$ cat config.mk
export PLATFORM = sky130hd
export DESIGN_NAME = ps2_keyboard_rx_flat
export DESIGN_NICKNAME = d
export VERILOG_FILES = /design/src/rtl/ps2_pkg.sv /design/src/rtl/ps2_keyboard_rx_if.sv /design/src/rtl/ps2_event_fifo.sv /design/src/rtl/ps2_keyboard_rx.sv /design/src/flat_wrapper.sv
export SDC_FILE = /design/constraint.sdc
export NUM_CORES = 1
export LEC_CHECK = 0
export ABC_CLOCK_PERIOD_IN_PS = 4100
export CAP_MARGIN = 25
export CORE_MARGIN = 1.5
export CORE_UTILIZATION = 34
export CTS_CLUSTER_SIZE = 25
export DETAILED_ROUTE_END_ITERATION = 7
export DONT_BUFFER_PORTS = 1
export GPL_ROUTABILITY_DRIVEN = 0
export PLACE_DENSITY = 0.52
export SYNTH_ARGS = -nofsm -noshare
export SYNTH_HDL_FRONTEND = slang
export SYNTH_SLANG_ARGS = --single-unit
$ cat constraint.sdc
create_clock -name CLK -period 4.1 [get_ports CLK]
set_input_delay 0.41 -clock CLK [delete_from_list [all_inputs] [get_ports CLK]]
set_output_delay 0.41 -clock CLK [all_outputs]
set_load 0.02 [all_outputs]
$ cat src/rtl/ps2_pkg.sv
// ps2_pkg: shared definitions for the PS/2 keyboard receiver.
//   - Scan-code constants for common keys and the two prefix bytes.
//   - key_event_t: one decoded key event {ext, rel, code}.
//   - frame_state_t: states of the 11-bit frame receiver.
//   - is_prefix(): true for bytes that modify the next event instead of
//     producing one.
package ps2_pkg;

    localparam logic [7:0] ARROW_UP    = 8'h75;
    localparam logic [7:0] ARROW_DOWN  = 8'h72;
    localparam logic [7:0] ARROW_LEFT  = 8'h6B;
    localparam logic [7:0] ARROW_RIGHT = 8'h74;
    localparam logic [7:0] SPACE       = 8'h29;
    localparam logic [7:0] PREFIX_EXT  = 8'hE0;
    localparam logic [7:0] PREFIX_BRK  = 8'hF0;

    typedef struct packed {
        logic       ext;   // preceded by E0
        logic       rel;   // preceded by F0 (key up)
        logic [7:0] code;  // scan code with prefixes stripped
    } key_event_t;

    typedef enum logic [1:0] {
        ST_IDLE,
        ST_DATA,
        ST_PARITY,
        ST_STOP
    } frame_state_t;

    function automatic logic is_prefix(input logic [7:0] b);
        return (b == PREFIX_EXT) || (b == PREFIX_BRK);
    endfunction

endpackage

$ cat src/rtl/ps2_keyboard_rx_if.sv
// ps2_keyboard_rx_if: valid/ready key-event stream.
//   key_valid   - head event presented (source -> sink)
//   key_ready   - sink accepts the head event this cycle (sink -> source)
//   key_code    - scan code of the head event
//   key_ext     - head event was E0-prefixed
//   key_release - head event was F0-prefixed
// master = event source (the receiver), slave = event consumer.
interface ps2_keyboard_rx_if;

    logic       key_valid;
    logic       key_ready;
    logic [7:0] key_code;
    logic       key_ext;
    logic       key_release;

    modport master (
        output key_valid, key_code, key_ext, key_release,
        input  key_ready
    );

    modport slave (
        input  key_valid, key_code, key_ext, key_release,
        output key_ready
    );

endinterface

$ cat src/rtl/ps2_event_fifo.sv
// ps2_event_fifo: first-word-fall-through FIFO of key_event_t.
//   clk, rst - clock, synchronous active-high reset
//   push/din - write request and data; accepted when not full, or when
//              full and a pop happens in the same cycle
//   pop      - consume head entry; ignored while empty
//   dout     - head entry, forced to zero while empty
//   full, empty - occupancy flags
module ps2_event_fifo
    import ps2_pkg::*;
#(
    parameter int DEPTH = 8
) (
    input  logic       clk,
    input  logic       rst,
    input  logic       push,
    input  key_event_t din,
    input  logic       pop,
    output key_event_t dout,
    output logic       full,
    output logic       empty
);

    localparam int PW = $clog2(DEPTH);
    localparam logic [PW:0] FULL_COUNT = (PW + 1)'(DEPTH);

    key_event_t    mem [DEPTH];
    logic [PW-1:0] wr_ptr;
    logic [PW-1:0] rd_ptr;
    logic [PW:0]   count;
    logic          do_push;
    logic          do_pop;

    assign empty   = (count == '0);
    assign full    = (count == FULL_COUNT);
    assign do_pop  = pop && !empty;
    assign do_push = push && (!full || do_pop);
    assign dout    = empty ? '0 : mem[rd_ptr];

    // NOTE: storage is deliberately not reset; validity is tracked by count
    // and dout is masked while empty, so stale contents are never visible.
    always_ff @(posedge clk) begin
        if (do_push) begin
            mem[wr_ptr] <= din;
        end
    end

    // NOTE: state registers use <= so every flop samples pre-edge values,
    // independent of statement order.
    always_ff @(posedge clk) begin
        if (rst) begin
            wr_ptr <= '0;
            rd_ptr <= '0;
            count  <= '0;
        end else begin
            if (do_push) wr_ptr <= wr_ptr + 1'b1;
            if (do_pop)  rd_ptr <= rd_ptr + 1'b1;
            case ({do_push, do_pop})
                2'b10:   count <= count + 1'b1;
                2'b01:   count <= count - 1'b1;
                default: ;
            endcase
        end
    end

endmodule

$ cat src/rtl/ps2_keyboard_rx.sv
// ps2_keyboard_rx: PS/2 keyboard receiver producing flow-controlled events.
//   CLK, RST  - system clock, synchronous active-high reset
//   PS2_clk   - raw keyboard clock pin (asynchronous)
//   PS2_DATA  - raw keyboard data pin (asynchronous)
//   key       - event stream (master side): key_valid/key_ready handshake
//               with key_code, key_ext, key_release of the head event
//   frame_err - one-cycle pulse when a frame is discarded
//   overflow  - one-cycle pulse when an event is dropped on a full queue
module ps2_keyboard_rx
    import ps2_pkg::*;
#(
    parameter int FILTER_LEN     = 8,
    parameter int TIMEOUT_CYCLES = 100000,
    parameter int FIFO_DEPTH     = 8
) (
    input  logic CLK,
    input  logic RST,
    input  logic PS2_clk,
    input  logic PS2_DATA,
    ps2_keyboard_rx_if.master key,
    output logic frame_err,
    output logic overflow
);

    localparam int FW = $clog2(FILTER_LEN + 1);
    localparam int TW = $clog2(TIMEOUT_CYCLES + 1);
    localparam logic [FW-1:0] FILT_LAST = FW'(FILTER_LEN - 1);
    localparam logic [TW-1:0] TMO_LIMIT = TW'(TIMEOUT_CYCLES);

    logic [1:0]   clk_sync, data_sync;
    logic         clk_s, data_s;
    logic [FW-1:0] filt_cnt;
    logic         filt_clk, flip, fall;
    logic [TW-1:0] tmo_cnt;
    logic         timeout;
    frame_state_t state, state_nx;
    logic         done_nx, err_nx;
    logic [2:0]   bit_idx;
    logic [7:0]   shreg;
    logic         par_bit;
    logic         byte_done;
    logic         ext_pend, rel_pend;
    logic         push, full, empty;
    key_event_t   push_evt, head;

    // Two-flop synchronisers; idle bus level is high.
    always_ff @(posedge CLK) begin
        if (RST) begin
            clk_sync  <= 2'b11;
            data_sync <= 2'b11;
        end else begin
            clk_sync  <= {clk_sync[0], PS2_clk};
            data_sync <= {data_sync[0], PS2_DATA};
        end
    end
    assign clk_s  = clk_sync[1];
    assign data_s = data_sync[1];

    // Filtered clock follows clk_s only after FILTER_LEN consecutive
    // differing samples; flip marks the cycle in which it changes.
    assign flip = (clk_s != filt_clk) && (filt_cnt == FILT_LAST);
    assign fall = flip && filt_clk;

    always_ff @(posedge CLK) begin
        if (RST) begin
            filt_cnt <= '0;
            filt_clk <= 1'b1;
        end else if (clk_s == filt_clk) begin
            filt_cnt <= '0;
        end else if (flip) begin
            filt_clk <= clk_s;
            filt_cnt <= '0;
        end else begin
            filt_cnt <= filt_cnt + 1'b1;
        end
    end

    // Watchdog: cycles since the last fall while a frame is open.
    assign timeout = (state != ST_IDLE) && (tmo_cnt == TMO_LIMIT);

    always_ff @(posedge CLK) begin
        if (RST || fall || state == ST_IDLE) begin
            tmo_cnt <= '0;
        end else if (!timeout) begin
            tmo_cnt <= tmo_cnt + 1'b1;
        end
    end

    always_ff @(posedge CLK) begin
        if (RST) state <= ST_IDLE;
        else     state <= state_nx;
    end

    // NOTE: every output of this block gets a default first, so no path
    // leaves a signal unassigned and no latch is inferred.
    always_comb begin
        state_nx = state;
        done_nx  = 1'b0;
        err_nx   = 1'b0;
        if (timeout) begin
            state_nx = ST_IDLE;
            err_nx   = 1'b1;
        end else if (fall) begin
            unique case (state)
                ST_IDLE:   if (!data_s) state_nx = ST_DATA;
                ST_DATA:   if (bit_idx == 3'd7) state_nx = ST_PARITY;
                ST_PARITY: state_nx = ST_STOP;
                ST_STOP: begin
                    state_nx = ST_IDLE;
                    // Odd parity over data+parity, stop bit must be 1.
                    if (data_s && (^{shreg, par_bit})) done_nx = 1'b1;
                    else                               err_nx  = 1'b1;
                end
                default:   state_nx = ST_IDLE;
            endcase
        end
    end

    always_ff @(posedge CLK) begin
        if (RST) begin
            bit_idx   <= '0;
            shreg     <= '0;
            par_bit   <= 1'b0;
            byte_done <= 1'b0;
            frame_err <= 1'b0;
        end else begin
            byte_done <= done_nx;
            frame_err <= err_nx;
            if (fall && !timeout) begin
                case (state)
                    ST_IDLE:   bit_idx <= '0;
                    ST_DATA: begin
                        shreg   <= {data_s, shreg[7:1]};
                        bit_idx <= bit_idx + 1'b1;
                    end
                    ST_PARITY: par_bit <= data_s;
                    default:   ;
                endcase
            end
        end
    end

    // Prefix folding: shreg still holds the completed byte while byte_done
    // is high, because it only shifts inside the next frame.
    assign push     = byte_done && !is_prefix(shreg);
    assign push_evt = '{ext: ext_pend, rel: rel_pend, code: shreg};

    always_ff @(posedge CLK) begin
        if (RST || frame_err) begin
            ext_pend <= 1'b0;
            rel_pend <= 1'b0;
        end else if (byte_done) begin
            if (shreg == PREFIX_EXT) begin
                ext_pend <= 1'b1;
            end else if (shreg == PREFIX_BRK) begin
                rel_pend <= 1'b1;
            end else begin
                ext_pend <= 1'b0;
                rel_pend <= 1'b0;
            end
        end
    end

    ps2_event_fifo #(.DEPTH(FIFO_DEPTH)) u_fifo (
        .clk   (CLK),
        .rst   (RST),
        .push  (push),
        .din   (push_evt),
        .pop   (key.key_ready),
        .dout  (head),
        .full  (full),
        .empty (empty)
    );

    // A full FIFO is never empty, so key_ready alone decides whether a
    // same-cycle pop frees a slot.
    always_ff @(posedge CLK) begin
        if (RST) overflow <= 1'b0;
        else     overflow <= push && full && !key.key_ready;
    end

    assign key.key_valid   = !empty;
    assign key.key_code    = head.code;
    assign key.key_ext     = head.ext;
    assign key.key_release = head.rel;

endmodule

$ cat src/flat_wrapper.sv
// flat-port wrapper written by rule: the top's interface ports become plain ports
module ps2_keyboard_rx_flat import ps2_pkg::*;
#(
    parameter int FILTER_LEN     = 8,
    parameter int TIMEOUT_CYCLES = 100000,
    parameter int FIFO_DEPTH     = 8
)
  (CLK, RST, PS2_clk, PS2_DATA, frame_err, overflow, key_key_valid, key_key_code, key_key_ext, key_key_release, key_key_ready);
  ps2_keyboard_rx_if key_i ();
  input  logic CLK;
  input  logic RST;
  input  logic PS2_clk;
  input  logic PS2_DATA;
  output logic frame_err;
  output logic overflow;
  output wire logic [$bits(key_i.key_valid)-1:0] key_key_valid;
  output wire logic [$bits(key_i.key_code)-1:0] key_key_code;
  output wire logic [$bits(key_i.key_ext)-1:0] key_key_ext;
  output wire logic [$bits(key_i.key_release)-1:0] key_key_release;
  input wire logic [$bits(key_i.key_ready)-1:0] key_key_ready;
  assign key_key_valid = key_i.key_valid;
  assign key_key_code = key_i.key_code;
  assign key_key_ext = key_i.key_ext;
  assign key_key_release = key_i.key_release;
  assign key_i.key_ready = key_key_ready;
  ps2_keyboard_rx #(.FILTER_LEN(FILTER_LEN), .TIMEOUT_CYCLES(TIMEOUT_CYCLES), .FIFO_DEPTH(FIFO_DEPTH)) u_core (.CLK(CLK), .RST(RST), .PS2_clk(PS2_clk), .PS2_DATA(PS2_DATA), .key(key_i), .frame_err(frame_err), .overflow(overflow));
endmodule
==> results.py <==
metrics = {
    "critical_path": {
        "cp-end-kind": "output port",
        "worstPathArrival_ns": 2.45,
        "reg2reg_depth": 9,
        "path_cells": "buf_4, mux4_2, mux2i_1, nor2_1",
        "max_stage_delay_ns": 0.77,
        "crit_fanout": 11,
        "start_kind": "flip-flop",
        "r2r_start": "u_core.shreg[5]",
        "cpMaxStageDelayCell": "dfxtp_1",
        "crit_type": "flip-flop to output port",
        "critPathRequiredTime_ns": 3.69,
    },
    "placed_design": {
        "port_buffers": 0,
        "dpl-instance-area_um2": 6027,
        "dp_hpwl_um": 7197,
    },
    "sta": {
        "fin_crit_sh_pct": 69.70,
        "setup-violations-final": 0,
        "grt_setup_unrepaired": "no",
        "fmax_mhz": 350.0,
        "min_period_ns": 2.858,
        "hold_violations": 0,
        "slew_headroom_pct": 39.89,
        "setup_tns_ns": 0,
        "clock_skew_ns": 0.005024,
        "tightestPinTransition_ns": 0.9016,
        "slew_viol_final": 0,
    },
    "detailed_routing": {
        "num_vias": 3173,
        "drc_errors": 0,
        "routed_wl_um": 11170,
        "drtIter0Drc": 186,
        "vias_per_cell": 4.786,
        "drtPass1Iterations": 5,
        "wl_per_cell_um": 16.85,
        "ant_nets": 0,
    },
    "die": {
        "row_count": 47,
        "die_h_um": 132.4,
        "io_pins": 18,
        "fp.dieW_um": 132.4,
        "coreArea_um2": 16470,
        "start_util_pct": 34.59,
        "fp.dieArea_um2": 17540,
    },
    "global_route": {
        "grt_pass1_wl_um": 17650,
        "grt_max_degree": 38,
        "track_usage_pct": 13.58,
        "grt_antenna_before_repair": 0,
        "grt_pass1_vias": 3146,
        "grt-ovfl-total": 0,
    },
    "logic_synthesis": {
        "synth_compound_area_share_pct": 2.966,
        "syn-num-nets": 432,
        "yosys.area.top_type": "edfxtp_1",
        "syn-cell-area_um2": 5695,
        "ys_types": 53,
        "synth_top_area_share_pct": 42.18,
        "synthMuxAreaShare_pct": 12.30,
        "synthXorXnorAreaFrac_pct": 4.701,
        "synth_top_family_by_area": "simple AND/OR/NAND/NOR gates",
        "synth_ff_type": "edfxtp_1",
        "synth_edf_count": 80,
        "ys_seq_elements": 138,
        "netlist_instances": 413,
        "ys_seq_area_share_pct": 62.57,
        "synthArstFlopShare_pct": 0,
        "synth_most_common_cell": "edfxtp_1",
        "synth_common_cells": "80 x edfxtp_1, 58 x dfxtp_1, 54 x nor2_1",
        "yosys.area_share.simple_pct": 12.41,
        "avgSynthCellArea_um2": 13.79,
        "ys_warn_count": 0,
        "synthAdderAreaFrac_pct": 3.207,
        "netlist_top_cells_area": "edfxtp_1 42%, dfxtp_1 20%, mux4_2 7.9%",
    },
    "final_layout": {
        "area_growth_pct": 16.52,
        "fillCellCount": 1557,
        "seqCellArea_um2": 3563,
        "nets": 449,
        "fin_util_pct": 40.30,
        "n_antenna_cell": 0,
        "multi_input_area_um2": 2048,
        "drive_gt1_share_pct": 17.38,
        "post-route-cell-area_um2": 6636,
    },
    "worst_hold_path": {
        "hold_class": "primary input to flip-flop",
        "min_delay_path_depth": 1,
        "min_from": "RST",
    },
    "clock_tree": {
        "clock_sinks": 138,
        "cts_tree": "built",
        "cts_resized": 0,
        "ctsHoldBuffers": 0,
        "cts_buffer_depth": 2,
        "clock_latency_ns": 0.41,
        "htreeDepth": 4,
        "numCtsBuffers": 17,
        "cts_setup_buffers": 0,
        "cts_root_buffer": "clkbuf_16",
        "path_clk_slew_ns": 0.05,
    },
    "power": {
        "ir_worst_vdd_mv": 0.3893,
        "p_leak_nw": 2.186,
        "power_density_nw_per_um2": 544.9,
    },
    "outcome": {
        "outcome": "completed",
    },
    "flow_run": {
        "cap_violations": 0,
    },
}
-- metal layers --
metal | part of all wire, % | up-vias | routed length, um | global-route usage, %
met4 | 1.5 | 0 | 173 | 5.189
met5 | 0 | - | 0 | 0
met2 | 48 | 46 | 5410 | 21.64
li1 | - | 1535 | - | -
met3 | 4.7 | 13 | 529 | 4.598
met1 | 45 | 1579 | 5060 | 17.14
-- layout make-up --
cell class,count,share of cell area [%]
clock buffer,24,7.108
inverter,12,0.6787
multi-input combinational,250,30.86
clock inverter,8,1.791
sequential,138,53.70
tap,220,4.148
timing repair buffer,11,1.716
-- placed cells by master, fill, tap and decap left out, drive strengths merged, types with 12 or more instances in the layout --
cell type  Yosys  layout
inv           12      12
ha            13      13
edfxtp        80      80
mux4          20      20
dfxtp         58      58
a21oi         13      13
xnor2         17      17
nor2          55      55
clkbuf         8      24
nand2         25      25
mux2i         22      22
-- where the power goes --
part           internal (mW)  total (mW)  switching [mW]
registers               1.48        1.54          0.0576
clock network          0.985        1.53           0.543
logic                  0.235       0.551           0.316
-- final timing paths --
path / endpoint / slack, ns
setup / recovery: key_key_ext / 1.24
hold / removal: u_core.par_bit / 0.07
setup reg to reg: u_core.u_fifo.count[3] / 1.40
hold reg to reg: u_core.data_sync[1] / 0.41
-- flip-flops by register name, summed over array words and instances (netlist names), 3 cells and up, named ones only --
name,cells
u_core.u_fifo.mem,80
u_core.tmo_cnt,17
u_core.shreg,8
u_core.filt_cnt,4
u_core.u_fifo.count,4
u_core.bit_idx,3
u_core.u_fifo.rd_ptr,3
u_core.u_fifo.wr_ptr,3
-- worst max-delay path: cells and delay by family (launching register included) --
kind                   cells  cell delay, ns
multiplexers               2            0.72
AND/OR/NAND/NOR            1            0.14
flip-flops                 1            0.77
buffers and inverters      1            0.38
-- stage by stage --
stage                     setup slack (ns)  total power, mW  std cells  hold WS (ns)
after detailed placement             1.454            2.128        629        0.3961
final                                1.242            3.616        663       0.07425
after global placement               1.509            2.107        626        0.3967
after CTS                            1.158            3.660        661       0.04234
after global routing                 1.052            3.763        663       0.04285
after floorplan                      1.730            1.994        413        0.3895
-- logic make-up after synthesis --
family | Yosys count
XOR/XNOR | 29
flip-flops | 138
AO/OA/AOI/OAI | 24
AND/OR/NAND/NOR | 139
adder cells (fa/ha/maj) | 14
multiplexers | 44
buffers and inverters | 25
No activity file was read; power rests on OpenSTA's default activity.
